<file path="config.mk">
export PLATFORM = sky130hd
export DESIGN_NAME = tmds_encoder_3ch
export DESIGN_NICKNAME = d
export VERILOG_FILES = /design/src/rtl/tmds_pkg.sv /design/src/rtl/tmds_channel_enc.sv /design/src/rtl/tmds_encoder_3ch.sv
export SDC_FILE = /design/constraint.sdc
export NUM_CORES = 1
export LEC_CHECK = 0
export ABC_CLOCK_PERIOD_IN_PS = 4350
export BUFFER_PORTS_ARGS = -buffer_cell sky130_fd_sc_hd__buf_2
export CAP_MARGIN = 0
export CORE_UTILIZATION = 50
export DETAILED_ROUTE_END_ITERATION = 10
export HOLD_SLACK_MARGIN = 0.15
export PLACE_DENSITY = 0.72
export SLEW_MARGIN = 30
export SYNTH_ARGS = -nofsm -noshare
export SYNTH_HDL_FRONTEND = slang
export SYNTH_HIERARCHICAL = 1
export SYNTH_SLANG_ARGS = --single-unit
</file>
<file path="constraint.sdc">
create_clock -name clk -period 4.35 [get_ports clk]
set_clock_uncertainty 0.05 [all_clocks]
set_input_delay 0.2175 -clock clk [delete_from_list [all_inputs] [get_ports clk]]
set_output_delay 0.2175 -clock clk [all_outputs]
set_load 0.1 [all_outputs]
</file>
<file path="src/rtl/tmds_pkg.sv">
// Shared TMDS types, control tokens and helpers for the 3-channel encoder.
package tmds_pkg;

    typedef logic [9:0]        tmds_sym_t;
    typedef logic signed [4:0] tmds_disp_t;

    localparam tmds_sym_t CTRL_TOKEN_00 = 10'h354;
    localparam tmds_sym_t CTRL_TOKEN_01 = 10'h0AB;
    localparam tmds_sym_t CTRL_TOKEN_10 = 10'h154;
    localparam tmds_sym_t CTRL_TOKEN_11 = 10'h2AB;

    function automatic logic [3:0] popcount8(input logic [7:0] v);
        logic [3:0] n;
        n = '0;
        for (int unsigned i = 0; i < 8; i++) begin
            n = n + {3'b000, v[i]};
        end
        return n;
    endfunction

endpackage

</file>
<file path="src/rtl/tmds_channel_enc.sv">
// One TMDS channel: stage 1 builds q_m, stage 2 applies DC balancing with its own disparity counter.
module tmds_channel_enc
    import tmds_pkg::*;
(
    input  logic       clk,
    input  logic       reset,
    input  logic [7:0] data_i,
    input  logic       de_i,
    input  logic [1:0] ctrl_i,
    output tmds_sym_t  sym_o
);

    logic [8:0] qm_d, qm_q;
    logic       de_q;
    logic [1:0] ctrl_q;
    tmds_sym_t  sym_d, sym_q;
    tmds_disp_t cnt_d, cnt_q;
    logic [3:0] n1_data, n1_qm;
    logic       use_xnor;
    tmds_disp_t diff;

    // The XNOR chain equals the XOR prefix parity with every odd bit inverted.
    always_comb begin
        logic par;
        n1_data  = popcount8(data_i);
        use_xnor = (n1_data > 4'd4) || ((n1_data == 4'd4) && !data_i[0]);
        qm_d     = '0;
        par      = data_i[0];
        qm_d[0]  = data_i[0];
        for (int unsigned i = 1; i < 8; i++) begin
            par     = par ^ data_i[i];
            qm_d[i] = par ^ (use_xnor & i[0]);
        end
        qm_d[8] = ~use_xnor;
    end

    always_comb begin
        n1_qm = popcount8(qm_q[7:0]);
        diff  = tmds_disp_t'({n1_qm, 1'b0}) - 5'sd8;   // n1 - n0
        sym_d = sym_q;
        cnt_d = cnt_q;
        if (!de_q) begin
            case (ctrl_q)
                2'b00:   sym_d = CTRL_TOKEN_00;
                2'b01:   sym_d = CTRL_TOKEN_01;
                2'b10:   sym_d = CTRL_TOKEN_10;
                default: sym_d = CTRL_TOKEN_11;
            endcase
            cnt_d = '0;
        end else if ((cnt_q == 5'sd0) || (n1_qm == 4'd4)) begin
            sym_d = {~qm_q[8], qm_q[8], (qm_q[8] ? qm_q[7:0] : ~qm_q[7:0])};
            cnt_d = qm_q[8] ? (cnt_q + diff) : (cnt_q - diff);
        end else if (((cnt_q > 5'sd0) && (n1_qm > 4'd4)) ||
                     ((cnt_q < 5'sd0) && (n1_qm < 4'd4))) begin
            sym_d = {1'b1, qm_q[8], ~qm_q[7:0]};
            cnt_d = cnt_q - diff + (qm_q[8] ? 5'sd2 : 5'sd0);
        end else begin
            sym_d = {1'b0, qm_q[8], qm_q[7:0]};
            cnt_d = cnt_q + diff - (qm_q[8] ? 5'sd0 : 5'sd2);
        end
    end

    always_ff @(posedge clk) begin
        if (reset) begin
            qm_q   <= '0;
            de_q   <= 1'b0;
            ctrl_q <= '0;
            sym_q  <= CTRL_TOKEN_00;
            cnt_q  <= '0;
        end else begin
            qm_q   <= qm_d;
            de_q   <= de_i;
            ctrl_q <= ctrl_i;
            sym_q  <= sym_d;
            cnt_q  <= cnt_d;
        end
    end

    assign sym_o = sym_q;

endmodule

</file>
<file path="src/rtl/tmds_encoder_3ch.sv">
// Three-channel DVI TMDS encoder, 2-cycle latency; blue carries hsync/vsync.
// Optional colour-bar test pattern enabled by defining TMDS_TESTPAT_EN.
module tmds_encoder_3ch
    import tmds_pkg::*;
#(
    parameter int unsigned H_ACTIVE  = 1920,
    parameter int unsigned BAR_COUNT = 8
) (
    input  logic       clk,
    input  logic       reset,
    input  logic [7:0] pix_r,
    input  logic [7:0] pix_g,
    input  logic [7:0] pix_b,
    input  logic       pix_de,
    input  logic       pix_hsync,
    input  logic       pix_vsync,
`ifdef TMDS_TESTPAT_EN
    input  logic       testpat_en,
`endif
    output logic [9:0] tmds_r,
    output logic [9:0] tmds_g,
    output logic [9:0] tmds_b,
    output logic       tmds_de
);

    if ((H_ACTIVE % BAR_COUNT) != 0) begin : g_bar_count_check
        $error("BAR_COUNT must divide H_ACTIVE");
    end

    logic [7:0] enc_r, enc_g, enc_b;
    logic [1:0] de_pipe_q;

`ifdef TMDS_TESTPAT_EN
    localparam int unsigned PIX_W = (H_ACTIVE > 1) ? $clog2(H_ACTIVE) : 1;
    localparam int unsigned BAR_W = H_ACTIVE / BAR_COUNT;

    logic [PIX_W-1:0] pix_cnt_d, pix_cnt_q;
    logic [2:0]       bar;

    always_comb begin
        pix_cnt_d = pix_cnt_q;
        if (!pix_de) begin
            pix_cnt_d = '0;
        end else if (pix_cnt_q != PIX_W'(H_ACTIVE - 1)) begin
            pix_cnt_d = pix_cnt_q + PIX_W'(1);
        end
        bar = 3'(pix_cnt_q / PIX_W'(BAR_W));
        if (testpat_en) begin
            enc_r = {8{bar[2]}};
            enc_g = {8{bar[1]}};
            enc_b = {8{bar[0]}};
        end else begin
            enc_r = pix_r;
            enc_g = pix_g;
            enc_b = pix_b;
        end
    end

    always_ff @(posedge clk) begin
        if (reset) begin
            pix_cnt_q <= '0;
        end else begin
            pix_cnt_q <= pix_cnt_d;
        end
    end
`else
    always_comb begin
        enc_r = pix_r;
        enc_g = pix_g;
        enc_b = pix_b;
    end
`endif

    tmds_channel_enc u_ch_r (
        .clk   (clk),
        .reset (reset),
        .data_i(enc_r),
        .de_i  (pix_de),
        .ctrl_i(2'b00),
        .sym_o (tmds_r)
    );

    tmds_channel_enc u_ch_g (
        .clk   (clk),
        .reset (reset),
        .data_i(enc_g),
        .de_i  (pix_de),
        .ctrl_i(2'b00),
        .sym_o (tmds_g)
    );

    tmds_channel_enc u_ch_b (
        .clk   (clk),
        .reset (reset),
        .data_i(enc_b),
        .de_i  (pix_de),
        .ctrl_i({pix_vsync, pix_hsync}),
        .sym_o (tmds_b)
    );

    always_ff @(posedge clk) begin
        if (reset) begin
            de_pipe_q <= '0;
        end else begin
            de_pipe_q <= {de_pipe_q[0], pix_de};
        end
    end

    assign tmds_de = de_pipe_q[1];

endmodule

</file>
==> results.yml <==
run_status:
  outcome: "complete, no violations"
final_layout:
  final_nets: 795
  layout_area_growth_over_synthesis_pct: 20.90
  fin_util_pct: 62.86
  drive_gt1_share_pct: 23.27
  insertedDiodeCount: 0
die:
  dieWidth_um: 108.9
  pin_count: 60
  core_area_mm2: 0.01098
  dieArea_mm2: 0.01185
  rows: 38
  initial_utilization_pct: 51.99
  floorplan.die.height_um: 108.9
sta:
  grt_setup_unrepaired: "yes"
  number_of_pins_exceeding_their_max_slew_limit_in_the_final_report: 0
  fmaxAchievable_mhz: 233.4
  setup_viol_count_final: 0
  timing.slew.headroom_pct: 54.69
  hold-worst-slack_ns: 0.2181
  fin_crit_sh_pct: 98.51
  final_hold_viol_count: 0
  tightestPinTransition_ns: 0.6734
  fin_crit_ns: 4.285
yosys:
  ys.flop_type: "sky130_fd_sc_hd__dfxtp_1"
  syn_inst: 566
  synth_edf_count: 0
  yosys-top-cells-area: "sky130_fd_sc_hd__dfxtp_1 (28%), sky130_fd_sc_hd__ha_1 (16%), sky130_fd_sc_hd__fa_1 (11%), sky130_fd_sc_hd__xnor2_1 (8.4%), sky130_fd_sc_hd__inv_1 (5.5%)"
  synth.yosys.warnings: 6
  synth.largest_area_cell: "sky130_fd_sc_hd__dfxtp_1"
  netlist-cell-type-count: 43
  seq_area_frac_synth_pct: 28.05
  synth_async_sr_flop_share_pct: 0
  syn_avg_cell_area_um2: 10.09
  synth_largest_type_area_fraction_pct: 28.05
  post_synth_instance_area_mm2: 0.005710
  ys_ff_latch: 80
global_routing:
  grt_pass1_vias: 4174
  globalRouteTotalUtil_pct: 20.43
  grt_antenna_before_repair: 0
  pin_count_of_the_biggest_net_entering_global_routing: 57
  grt_pass1_wl_mm: 18.68
  global_route.overflow_total: 0
critical_path:
  worstPathMaxFanout: 3
  worst_setup_path_start_kind: "flip-flop"
  timing.rr.start: "u_ch_r/qm_q[3]$_SDFF_PP0_"
  setup.reg_to_reg.worst_slack_ns: 0.06
  startpoint: "u_ch_r/qm_q[3]$_SDFF_PP0_"
  cp.arrival_ns: 4.46
  crit_type: "flip-flop to flip-flop"
  crit_required_ns: 4.52
  critical_path.endpoint_type: "flip-flop"
job:
  timing.max_cap.violations: 0
min_path:
  hp-start: "pix_g[4]"
  min_path_type: "input port to flip-flop"
placement:
  gpl.final_weighted_congestion: 0.8551
  placement.io_buffers: 59
  hpwlAfterDp_mm: 8.077
clock_tree:
  clk-insertion-delay-late_ns: 0.34
  clk_pin_slew_ns: 0.06
  cts_tree: "yes"
  cts_inserted_buffers: 9
  cts.root.buffer_cell: "sky130_fd_sc_hd__clkbuf_16"
  clk_path_buf_depth: 2
  clock_tree.htree_level_count: 3
  cts_sinks: 80
detailed_routing:
  average_routed_wire_per_standard_cell_um: 14.12
  routed-via-count: 4046
  drt.antenna.violating_nets: 0
  dr.first_iter.drc_count: 167
  routed_wl_mm: 11.38
  dr.pass1.iters: 4
  detail_route.drc_violations: 0
  vias_per_cell: 5.020
## critical path, cell delays in order (launching register included)
cell	delay, ns
sky130_fd_sc_hd__dfxtp_2	0.33
sky130_fd_sc_hd__fa_1	0.56
sky130_fd_sc_hd__inv_2	0.04
sky130_fd_sc_hd__fa_1	0.49
sky130_fd_sc_hd__fa_1	0.55
sky130_fd_sc_hd__inv_2	0.05
sky130_fd_sc_hd__ha_4	0.16
sky130_fd_sc_hd__fa_2	0.59
sky130_fd_sc_hd__inv_2	0.07
sky130_fd_sc_hd__fa_2	0.57
sky130_fd_sc_hd__nand3_2	0.08
sky130_fd_sc_hd__xor3_1	0.38
sky130_fd_sc_hd__mux2i_1	0.17
sky130_fd_sc_hd__o22ai_1	0.08
## flip-flops by register name, indices dropped and copies added, names as in the netlist, 2 cells and up
signal,cells
u_ch_g/ctrl_q,2
u_ch_r/ctrl_q,2
u_ch_b/cnt_q,4
u_ch_g/sym_o,10
de_pipe_q,2
u_ch_r/qm_q,9
u_ch_r/cnt_q,4
u_ch_r/sym_o,10
u_ch_b/ctrl_q,2
u_ch_g/qm_q,9
u_ch_g/cnt_q,4
u_ch_b/sym_o,10
u_ch_b/qm_q,9
## Yosys cell counts (all sizes together) (4+ instances only)
cell	n
inv	84
dfxtp	80
ha	75
xnor2	56
a21oi	37
nor2	35
fa	30
nor2b	30
xor2	13
a211oi	12
nand2	12
buf	9
mux2i	9
xnor3	8
nor3	6
nor4	6
o21bai	6
or2	6
a21o	5
mux2	4
xor3	4
## cells by family after synthesis
| group | Yosys count | synth area share, % |
|---|---|---|
| compound gates | 84 | 10.06 |
| other cells | 1 | 0.06567 |
| flops | 80 | 28.05 |
| fa+ha+maj | 105 | 26.95 |
| mux | 13 | 2.629 |
| xor+xnor | 81 | 15.78 |
| simple gates | 107 | 9.531 |
| buf+inv | 95 | 6.946 |
## timing repair
item	CTS	global route
resized for setup	2	43
hold buffers	9	0
cloned	1	2
buffers inserted	0	6
endpoints found under the setup margin	10	34
pin swaps	0	15
endpoints found under the hold margin	12	0
## per-stage QoR
stage	cells	setup WS (ns)	instance area [um^2]	setup TNS (ns)
5_1_grt	806	-0.05952	6904	-0.2438
3_3_place_gp	772	0.1332	6223	0
3_5_place_dp	772	0.03624	6223	0
4_1_cts	798	0.009150	6655	0
6_report	806	0.06486	6904	0
2_1_floorplan	569	0.08348	5722	0
## layout by cell type, fill, tap and decap left out, types with 9 or more instances in the layout
cell type / instances
sky130_fd_sc_hd__a211oi_1: 10
sky130_fd_sc_hd__a21oi_1: 32
sky130_fd_sc_hd__buf_2: 58
sky130_fd_sc_hd__buf_4: 22
sky130_fd_sc_hd__clkbuf_16: 9
sky130_fd_sc_hd__dfxtp_1: 76
sky130_fd_sc_hd__dlygate4sd3_1: 9
sky130_fd_sc_hd__fa_1: 25
sky130_fd_sc_hd__ha_1: 71
sky130_fd_sc_hd__inv_1: 80
sky130_fd_sc_hd__mux2i_1: 9
sky130_fd_sc_hd__nand2_1: 12
sky130_fd_sc_hd__nor2_1: 35
sky130_fd_sc_hd__nor2b_1: 30
sky130_fd_sc_hd__xnor2_1: 47
## metal layers
metal | track usage [%] | share of wire [%] | vias up
met5 | 0 | 0 | -
met4 | 8.494 | 1.4 | 0
met3 | 4.423 | 3.7 | 16
met2 | 36.07 | 52 | 71
met1 | 23.79 | 43 | 1935
li1 | - | - | 2024
## final timing paths
check / cells after the start / to
worst max-delay path: 13 / u_ch_r/cnt_q[4]$_SDFF_PP0_
worst min-delay path: 3 / u_ch_g/qm_q[4]$_SDFF_PP0_
worst min register to register: 1 / de_pipe_q[1]$_SDFF_PP0_
worst max register to register: 13 / u_ch_r/cnt_q[4]$_SDFF_PP0_
## cell type report
type / count / area (um^2)
Sequential cell: 80 / 1609
Clock inverter: 6 / 76.32
Clock buffer: 10 / 239.0
Multi-Input combinational cell: 397 / 3944
Fill cell: 880 / 4079
Inverter: 84 / 315.3
Timing Repair Buffer: 89 / 545.5
Tap cell: 140 / 175.2
Power is not shown: default switching activity piles up to over one toggle a cycle in this logic, so the estimate is an artifact.
